$ cat src/rtl/fifo_pkg.sv
// Shared definitions for the parametrised FIFO: the registered operation
// state that records what the FIFO did on the previous clock edge, plus
// small decode helpers used by the top level's output logic.
package fifo_pkg;

  typedef enum logic [2:0] {
    INIT     = 3'd0,
    NO_OP    = 3'd1,
    WRITE    = 3'd2,
    WR_ERROR = 3'd3,
    READ     = 3'd4,
    RD_ERROR = 3'd5,
    RD_WR    = 3'd6
  } fifo_state_e;

  // True when the recorded operation stored a word.
  function automatic logic stateWroteWord(input fifo_state_e s);
    return (s == WRITE) || (s == RD_WR);
  endfunction

  // True when the recorded operation delivered a word to dout.
  function automatic logic stateReadWord(input fifo_state_e s);
    return (s == READ) || (s == RD_WR);
  endfunction

endpackage

$ cat src/rtl/fifo_param_next.sv
// Combinational decode for the FIFO: chooses the operation for this cycle
// from the request lines and the occupancy flags, then produces the next
// pointer and count values plus the memory write/read enables.
module fifo_param_next
  import fifo_pkg::*;
#(
  parameter int AW = 3
) (
  input  logic        wrEn_i,
  input  logic        rdEn_i,
  input  logic        full_i,
  input  logic        empty_i,
  input  logic [AW-1:0] head_i,
  input  logic [AW-1:0] tail_i,
  input  logic [AW:0]   count_i,
  output fifo_state_e state_o,
  output logic [AW-1:0] head_o,
  output logic [AW-1:0] tail_o,
  output logic [AW:0]   count_o,
  output logic        we_o,
  output logic        re_o,
  output logic        rdErrBoth_o
);

  localparam int CW = AW + 1;

  // Pick the operation; a simultaneous request on a full FIFO succeeds on
  // both sides because the read frees the slot the write fills, while on an
  // empty FIFO only the write can be honoured.
  always_comb begin
    state_o     = NO_OP;
    we_o        = 1'b0;
    re_o        = 1'b0;
    rdErrBoth_o = 1'b0;
    unique case ({wrEn_i, rdEn_i})
      2'b00: begin
        state_o = NO_OP;
      end
      2'b10: begin
        if (full_i) begin
          state_o = WR_ERROR;
        end else begin
          state_o = WRITE;
          we_o    = 1'b1;
        end
      end
      2'b01: begin
        if (empty_i) begin
          state_o = RD_ERROR;
        end else begin
          state_o = READ;
          re_o    = 1'b1;
        end
      end
      default: begin
        if (empty_i) begin
          state_o     = WRITE;
          we_o        = 1'b1;
          rdErrBoth_o = 1'b1;
        end else begin
          state_o = RD_WR;
          we_o    = 1'b1;
          re_o    = 1'b1;
        end
      end
    endcase
  end

  // Advance pointers (power-of-two depth, so they wrap naturally) and
  // update occupancy; a paired read+write leaves the count unchanged.
  always_comb begin
    head_o  = re_o ? head_i + AW'(1) : head_i;
    tail_o  = we_o ? tail_i + AW'(1) : tail_i;
    count_o = count_i + CW'(we_o) - CW'(re_o);
  end

endmodule

$ cat src/rtl/fifo_param.sv
// Parametrised single-clock FIFO with registered read data and one-cycle
// ack/error pulses for every write and read request.
// Optional feature macro: FIFO_ALMOST_FLAGS_EN adds almost_full/almost_empty
// threshold outputs and the AF_LEVEL/AE_LEVEL parameters that drive them.
module fifo_param
  import fifo_pkg::*;
#(
  parameter int DATA_WIDTH = 32,
  parameter int DEPTH      = 8
`ifdef FIFO_ALMOST_FLAGS_EN
  ,
  parameter int AF_LEVEL   = DEPTH - 2,
  parameter int AE_LEVEL   = 2
`endif
) (
  input  logic                     clk,
  input  logic                     reset_n,
  input  logic                     wr_en,
  input  logic [DATA_WIDTH-1:0]    din,
  input  logic                     rd_en,
  output logic [DATA_WIDTH-1:0]    dout,
  output logic [$clog2(DEPTH):0]   data_count,
  output logic                     full,
  output logic                     empty,
  output logic                     wr_ack,
  output logic                     wr_err,
  output logic                     rd_ack,
  output logic                     rd_err
`ifdef FIFO_ALMOST_FLAGS_EN
  ,
  output logic                     almost_full,
  output logic                     almost_empty
`endif
);

  localparam int AW = $clog2(DEPTH);
  localparam int CW = AW + 1;

  fifo_state_e           state_q, state_d;
  logic [AW-1:0]         head_q, head_d;
  logic [AW-1:0]         tail_q, tail_d;
  logic [AW:0]           count_q, count_d;
  logic [DATA_WIDTH-1:0] dout_q;
  logic                  rdErrBoth_q, rdErrBoth_d;
  logic                  we, re;
  logic [DATA_WIDTH-1:0] mem [DEPTH];

  assign full       = (count_q == CW'(DEPTH));
  assign empty      = (count_q == '0);
  assign data_count = count_q;
  assign dout       = dout_q;

  fifo_param_next #(
    .AW(AW)
  ) u_next (
    .wrEn_i      (wr_en),
    .rdEn_i      (rd_en),
    .full_i      (full),
    .empty_i     (empty),
    .head_i      (head_q),
    .tail_i      (tail_q),
    .count_i     (count_q),
    .state_o     (state_d),
    .head_o      (head_d),
    .tail_o      (tail_d),
    .count_o     (count_d),
    .we_o        (we),
    .re_o        (re),
    .rdErrBoth_o (rdErrBoth_d)
  );

  // State, pointer and occupancy registers; reset drops any in-flight op.
  always_ff @(posedge clk or negedge reset_n) begin
    if (!reset_n) begin
      state_q     <= INIT;
      head_q      <= '0;
      tail_q      <= '0;
      count_q     <= '0;
      rdErrBoth_q <= 1'b0;
    end else begin
      state_q     <= state_d;
      head_q      <= head_d;
      tail_q      <= tail_d;
      count_q     <= count_d;
      rdErrBoth_q <= rdErrBoth_d;
    end
  end

  // Storage array is deliberately left unreset; only occupied slots are read.
  always_ff @(posedge clk) begin
    if (we) begin
      mem[tail_q] <= din;
    end
  end

  // Read data register; on a full FIFO with a paired write the head and
  // tail slots coincide, and the old word is returned because the array
  // update lands after this read samples it.
  always_ff @(posedge clk or negedge reset_n) begin
    if (!reset_n) begin
      dout_q <= '0;
    end else if (re) begin
      dout_q <= mem[head_q];
    end
  end

  // Ack/error pulses decoded from the registered operation state.
  always_comb begin
    wr_ack = stateWroteWord(state_q);
    rd_ack = stateReadWord(state_q);
    wr_err = (state_q == WR_ERROR);
    rd_err = (state_q == RD_ERROR) || rdErrBoth_q;
  end

`ifdef FIFO_ALMOST_FLAGS_EN
  // Threshold flags compare the registered occupancy against the levels.
  always_comb begin
    almost_full  = (count_q >= CW'(AF_LEVEL));
    almost_empty = (count_q <= CW'(AE_LEVEL));
  end
`endif

  // Occupancy must stay within the physical depth.
  assert property (@(posedge clk) disable iff (!reset_n) count_q <= CW'(DEPTH))
    else $error("fifo_param: occupancy exceeded depth");

endmodule

$ cat config.mk
export PLATFORM = sky130hd
export DESIGN_NAME = fifo_param
export DESIGN_NICKNAME = d
export VERILOG_FILES = /design/src/rtl/fifo_pkg.sv /design/src/rtl/fifo_param_next.sv /design/src/rtl/fifo_param.sv
export SDC_FILE = /design/constraint.sdc
export NUM_CORES = 1
export LEC_CHECK = 0
export ABC_AREA = 1
export CORE_ASPECT_RATIO = 1.75
export CORE_MARGIN = 2
export CORE_UTILIZATION = 29
export CTS_CLUSTER_DIAMETER = 50
export CTS_CLUSTER_SIZE = 12
export DETAILED_ROUTE_END_ITERATION = 8
export PLACE_DENSITY = 0.43
export SYNTH_ARGS = -nofsm -noshare
export SYNTH_HDL_FRONTEND = slang
export SYNTH_SLANG_ARGS = --single-unit
$ cat constraint.sdc
create_clock -name clk -period 5.5 [get_ports clk]
set_input_delay 1.1 -clock clk [delete_from_list [all_inputs] [get_ports clk]]
set_output_delay 1.1 -clock clk [all_outputs]
set_load 0.01 [all_outputs]
==> results.cfg, run 1 <==
[power]
switching_share_pct = 35.4
p_int_mw = 4.91
p_clk_share_pct = 27.2
ir_worst_vdd_uv = 288
powerDensity_nw_per_um2 = 508
switchingPower_mw = 2.70
p_seq_share_pct = 40.8
p_leak_nw = 6.33
power_frac_comb_pct = 32.0

[hold_path]
holdPathEnd = dout[12]
holdCritStartpoint = dout[12]
whs_path_depth = 2
hold_class = flop to flop

[worst_setup_path]
cp.required_ns = 5.75
cp_max_fo = 22
path_class = input port to flop
reg2reg_slack_ns = 2.70
crit_path_start = rd_en
ff2ff_path_depth = 7
cp_data_arrival_time_ns = 3.40
r2r-start = data_count[2]
endpoint_kind = flop
reg2reg_to = mem[7][2]
cp-start-kind = input port

[routing]
drt_iter0_drc = 459
avgViaCountPerCell = 4.36
ant_nets = 0
routed-via-count = 8085
routed_wl_mm = 32.6
wl_per_cell_um = 17.6
detail_route.first_pass.iterations = 6
drcViolationCount = 0

[sta]
rsz0062_at_grt = false
report.final.setup_viol = 0
period_share_pct = 57.4
hold_violations = 0
final_max_slew_viol_count = 0
max_slew_margin_pct = 19.1
finClkSkew_ns = 0.0215
worst_hold_slack_ns = 0.480
period_needed_ns = 3.16
tightest_slew_ns = 1.21
fmax_ghz = 0.317
finalSetupTns_ns = 0
setup_ws_ns = 2.34

[synthesis]
synth.largest_area_cell = edfxtp_1
yosys_warnings = 0
synth_seq_area_share_pct = 69.6
synth.distinct_cells = 23
synthesis.area_um2 = 12700
synth_seq_cells = 302
synthCells = 1200
yosys.area.top_type_share_pct = 60.6
avgSynthCellArea_um2 = 10.6
syn_nets = 1245
synth.area.top_cells = edfxtp_1, nand2_1, dfrtp_1, nand3_1, inv_1

[floorplan]
coreArea_um2 = 43300
num_io_pins = 78
start_util_pct = 29.3
core.rowCount = 101
die_w_um = 162
dieHeight_um = 281
die_area_um2 = 45500

[cells_and_area]
drive_gt1_share_pct = 5.28
area.growth.synth_to_final_pct = 17.9
stdcell_area_um2 = 15000
seqCellArea_um2 = 8840
multi_input_area_um2 = 2810
diodes = 0
fin_nets = 1308
stdcell_count = 1853
fillers = 4353

[placement]
dp_cells = 1796
gp_congestion = 0.717
postPlaceCellArea_um2 = 14000
place_ws_ns = 1.69
hpwl_mm = 18.1
numPortBuffers = 77

[clock_tree]
cts_max_path_buffers = 3
postCtsHoldBufs = 0
numCtsBuffers = 31
cts_sinks = 302
postCtsSetupRepairBufs = 0
insertion_delay_ns = 0.57
cts_resized = 0
path_clk_slew_ns = 0.06
htreeDepth = 1
cts_tree = done
cts-root-buf = clkbuf_16

[grt]
met3_usage_pct = 1.74
use_met1_pct = 16.7
grt_pass1_vias = 8094
grt_use_total_pct = 14.4
grt_max_degree = 97
antenna_found_initial = 1
grt.overflow.total = 0
busiest_layer = met2
grt_pass1_wl_mm = 49.5
grt_use_met2_pct = 27.4

[outcome]
status = finished clean

[job]
drv_cap = 0
==> flip-flops by register name, indices dropped and copies added, names as in the netlist <==
| signal | flops |
|---|---|
| state_q | 3 |
| rdErrBoth_q | 1 |
| mem | 256 |
| tail_q | 3 |
| head_q | 3 |
| dout | 32 |
| data_count | 4 |
==> routing by layer <==
layer / up-vias / share of wire (%)
li1: 3977 / -
met1: 3928 / 41
met2: 129 / 54
met3: 49 / 3.2
met4: 2 / 2.7
met5: - / 0.037
==> critical path, stage by stage <==
cell             delay, ns
clkdlybuf4s50_1       0.50
inv_1                 0.09
a21oi_2               0.25
nand2_1               0.29
nor2_4                0.80
buf_4                 0.36
==> final cells by class <==
cell class | count | area share, %
sequential | 302 | 59.1
clock inverter | 5 | 0.577
multi-input combinational | 631 | 18.8
clock buffer | 52 | 5.91
timing repair buffer | 86 | 5.58
tap | 566 | 4.73
inverter | 211 | 5.33
==> synthesized netlist by cell type <==
cell type / instances
nor2_1: 13
buf_2: 31
xor2_1: 2
xnor2_1: 3
nand2_2: 1
inv_2: 1
inv_1: 209
buf_4: 16
clkbuf_1: 7
ha_1: 8
nor3_1: 1
nor3b_2: 1
dfrtp_1: 46
nand3_1: 193
o21ai_0: 4
a21oi_1: 1
buf_1: 2
nand2_1: 401
fa_1: 1
a21oi_2: 1
a31o_2: 1
edfxtp_1: 256
inv_4: 1
==> layout by cell type, fill, tap and decap left out <==
cell,n
nor3_1,1
clkdlybuf4s50_1,76
nor2_1,5
edfxtp_1,256
inv_8,1
bufinv_16,2
clkbuf_1,18
xor2_1,2
dfrtp_4,1
a21oi_2,1
clkbuf_16,31
nand2_2,1
fa_1,1
xnor2_1,3
nand2_1,401
nor3b_2,1
inv_4,3
dfrtp_1,43
nand3_1,193
o21ai_0,4
inv_1,207
clkbuf_8,3
a21oi_1,1
clkinv_4,1
a31o_2,1
inv_2,2
ha_1,8
dfrtp_2,2
nor2_4,8
buf_4,10
==> how the worst max path moves through the flow <==
stage,cells after the start,slack (ns),end
2_1_floorplan,4,2.22,mem[0][0]
3_3_place_gp,6,1.71,mem[7][9]
3_5_place_dp,6,1.69,mem[7][9]
4_1_cts,6,2.29,mem[7][7]
5_1_grt,6,2.16,mem[7][5]
6_report,6,2.34,mem[7][2]
==> logic make-up (layout without fill, tap and decap cells) <==
family / Yosys count / in the layout / synth area share [%]
compound gates: 7 / 7 / 0.335
xor+xnor: 5 / 5 / 0.345
fa+ha+maj: 9 / 9 / 0.946
buf+inv: 267 / 354 / 8.69
flops: 302 / 302 / 69.6
simple gates: 610 / 610 / 20.0
==> metrics by stage <==
stage	total power [mW]	util (%)
2_1_floorplan	4.68	-
3_3_place_gp	5.65	32.3
3_5_place_dp	5.67	32.3
4_1_cts	7.76	34.5
5_1_grt	8.11	34.5
6_report	7.61	34.5
==> power groups by stage <==
| stage | Combinational [mW] | Sequential (mW) | Clock (mW) |
|---|---|---|---|
| 4_1_cts | 2.51 | 3.11 | 2.13 |
| 2_1_floorplan | 1.55 | 3.14 | 0 |
| 3_3_place_gp | 2.49 | 3.16 | 0 |
| 6_report | 2.43 | 3.11 | 2.07 |
| 5_1_grt | 2.75 | 3.15 | 2.20 |
| 3_5_place_dp | 2.51 | 3.16 | 0 |
No activity file was read; power rests on OpenSTA's default activity.
==> inputs of run 2 (changes only) <==
- clock period: 5.5 -> 3.1 ns (I/O delays scaled with it)
==> results.cfg, run 2 (synthesis results as in run 1) <==
[routing]
detail_route.first_pass.iterations = 4
drcViolationCount = 0
avgViaCountPerCell = 4.31
routed_wl_mm = 32.1
wl_per_cell_um = 17.2
drt_iter0_drc = 367
ant_nets = 0
routed-via-count = 8044

[clock_tree]
postCtsHoldBufs = 0
cts_tree = done
insertion_delay_ns = 0.57
postCtsSetupRepairBufs = 0
path_clk_slew_ns = 0.06
cts_sinks = 302
cts_max_path_buffers = 3
cts-root-buf = clkbuf_16
cts_resized = 0
htreeDepth = 1
numCtsBuffers = 29

[grt]
grt.overflow.total = 0
grt_pass1_vias = 8290
grt_use_total_pct = 14.3
grt_max_degree = 130
grt_pass1_wl_mm = 49.1
antenna_found_initial = 0

[sta]
report.final.setup_viol = 0
worst_hold_slack_ns = 0.108
finalSetupTns_ns = 0
tightest_slew_ns = 0.906
period_share_pct = 85.9
fmax_ghz = 0.375
period_needed_ns = 2.66
finClkSkew_ns = 0.0257
final_max_slew_viol_count = 0
hold_violations = 0
max_slew_margin_pct = 39.6
rsz0062_at_grt = false

[worst_setup_path]
reg2reg_slack_ns = 0.85
cp.required_ns = 2.48
cp_data_arrival_time_ns = 2.04
path_class = flop to output pin
cp-start-kind = flop
ff2ff_path_depth = 11
reg2reg_to = data_count[1]
cp_max_fo = 3
endpoint_kind = output pin
r2r-start = data_count[2]

[floorplan]
die_area_um2 = 45500
coreArea_um2 = 43300
num_io_pins = 78
start_util_pct = 29.3
die_w_um = 162
core.rowCount = 101
dieHeight_um = 281

[cells_and_area]
drive_gt1_share_pct = 5.85
largest_reg_flops = 256
fin_nets = 1322
area.growth.synth_to_final_pct = 18.9
mostFrequentLayoutCells = nand2_1, edfxtp_1, inv_1
stdcell_count = 1866
top_register = mem
diodes = 0
layout_commonest_cell = nand2_1

[power]
powerDensity_nw_per_um2 = 879
p_int_mw = 8.52
switching_share_pct = 35.7
p_seq_share_pct = 40.8
power_frac_comb_pct = 34.7
ir_worst_vdd_uv = 426
p_leak_nw = 6.38
switchingPower_mw = 4.74
p_clk_share_pct = 24.5

[outcome]
status = finished clean

[placement]
numPortBuffers = 77
hpwl_mm = 19.1
gp_congestion = 0.719
dp_cells = 1812

[hold_path]
hold_class = input port to asynchronous set/reset pin

[job]
drv_cap = 0
-- run 2: changes by cell type in the layout (fill, tap and decap cells not counted) --
| cell | before | now |
|---|---|---|
| inv_6 | 0 | 1 |
| buf_4 | 10 | 15 |
| bufinv_16 | 2 | 0 |
| clkbuf_16 | 31 | 29 |
| clkbuf_1 | 18 | 23 |
| inv_4 | 3 | 2 |
| buf_12 | 0 | 11 |
| clkbuf_8 | 3 | 0 |
| clkinv_4 | 1 | 0 |
-- run 2: area by class of cell --
type | count | area (µm²)
clock buffer | 52 | 812
clock inverter | 2 | 20.0
fill | 4363 | 28300
inverter | 211 | 797
multi-input combinational | 631 | 2810
sequential | 302 | 8840
tap | 566 | 708
timing repair buffer | 102 | 1090
-- run 2: worst max path at each step --
stage / startpoint / endpoint / slack [ns]
final: data_count[2] / full / 0.44
after global routing: data_count[2] / full / 0.33
after CTS: data_count[2] / full / 0.38
after detailed placement: rd_en / mem[4][6] / 0.37
after global placement: rd_en / mem[4][6] / 0.36
after floorplan: data_count[2] / mem[0][0] / 0.15
-- run 2: worst max-delay path, cell delays in order (launching register included) --
cell             delay (ns)
dfrtp_1                0.38
inv_1                  0.10
ha_1                   0.14
nor3b_2                0.25
clkdlybuf4s50_1        0.61
-- run 2: power groups by stage --
stage	logic [mW]	registers (mW)	clock network, mW
2_1_floorplan	2.74	5.56	0
3_3_place_gp	4.70	5.49	0
3_5_place_dp	4.73	5.50	0
4_1_cts	4.74	5.42	3.37
5_1_grt	5.16	5.48	3.51
6_report	4.60	5.41	3.25
-- run 2: through the flow --
step / area [µm²] / util, % / worst slack [ns] / power, mW
after detailed placement: 14300 / 32.9 / 0.370 / 10.2
after global placement: 14300 / 32.9 / 0.364 / 10.2
after global routing: 15100 / 34.8 / 0.334 / 14.2
final: 15100 / 34.8 / 0.436 / 13.3
after CTS: 15100 / 34.8 / 0.377 / 13.5
after floorplan: 12700 / - / 0.153 / 8.31
-- run 2: per-layer routing --
metal	vias to the layer above	track usage, %	routed length (µm)	part of all wire (%)
li1	3988	-	-	-
met1	3889	16.0	12900	40
met2	126	27.9	17700	55
met3	41	1.58	826	2.6
met4	0	4.42	712	2.2
met5	-	0	0	0
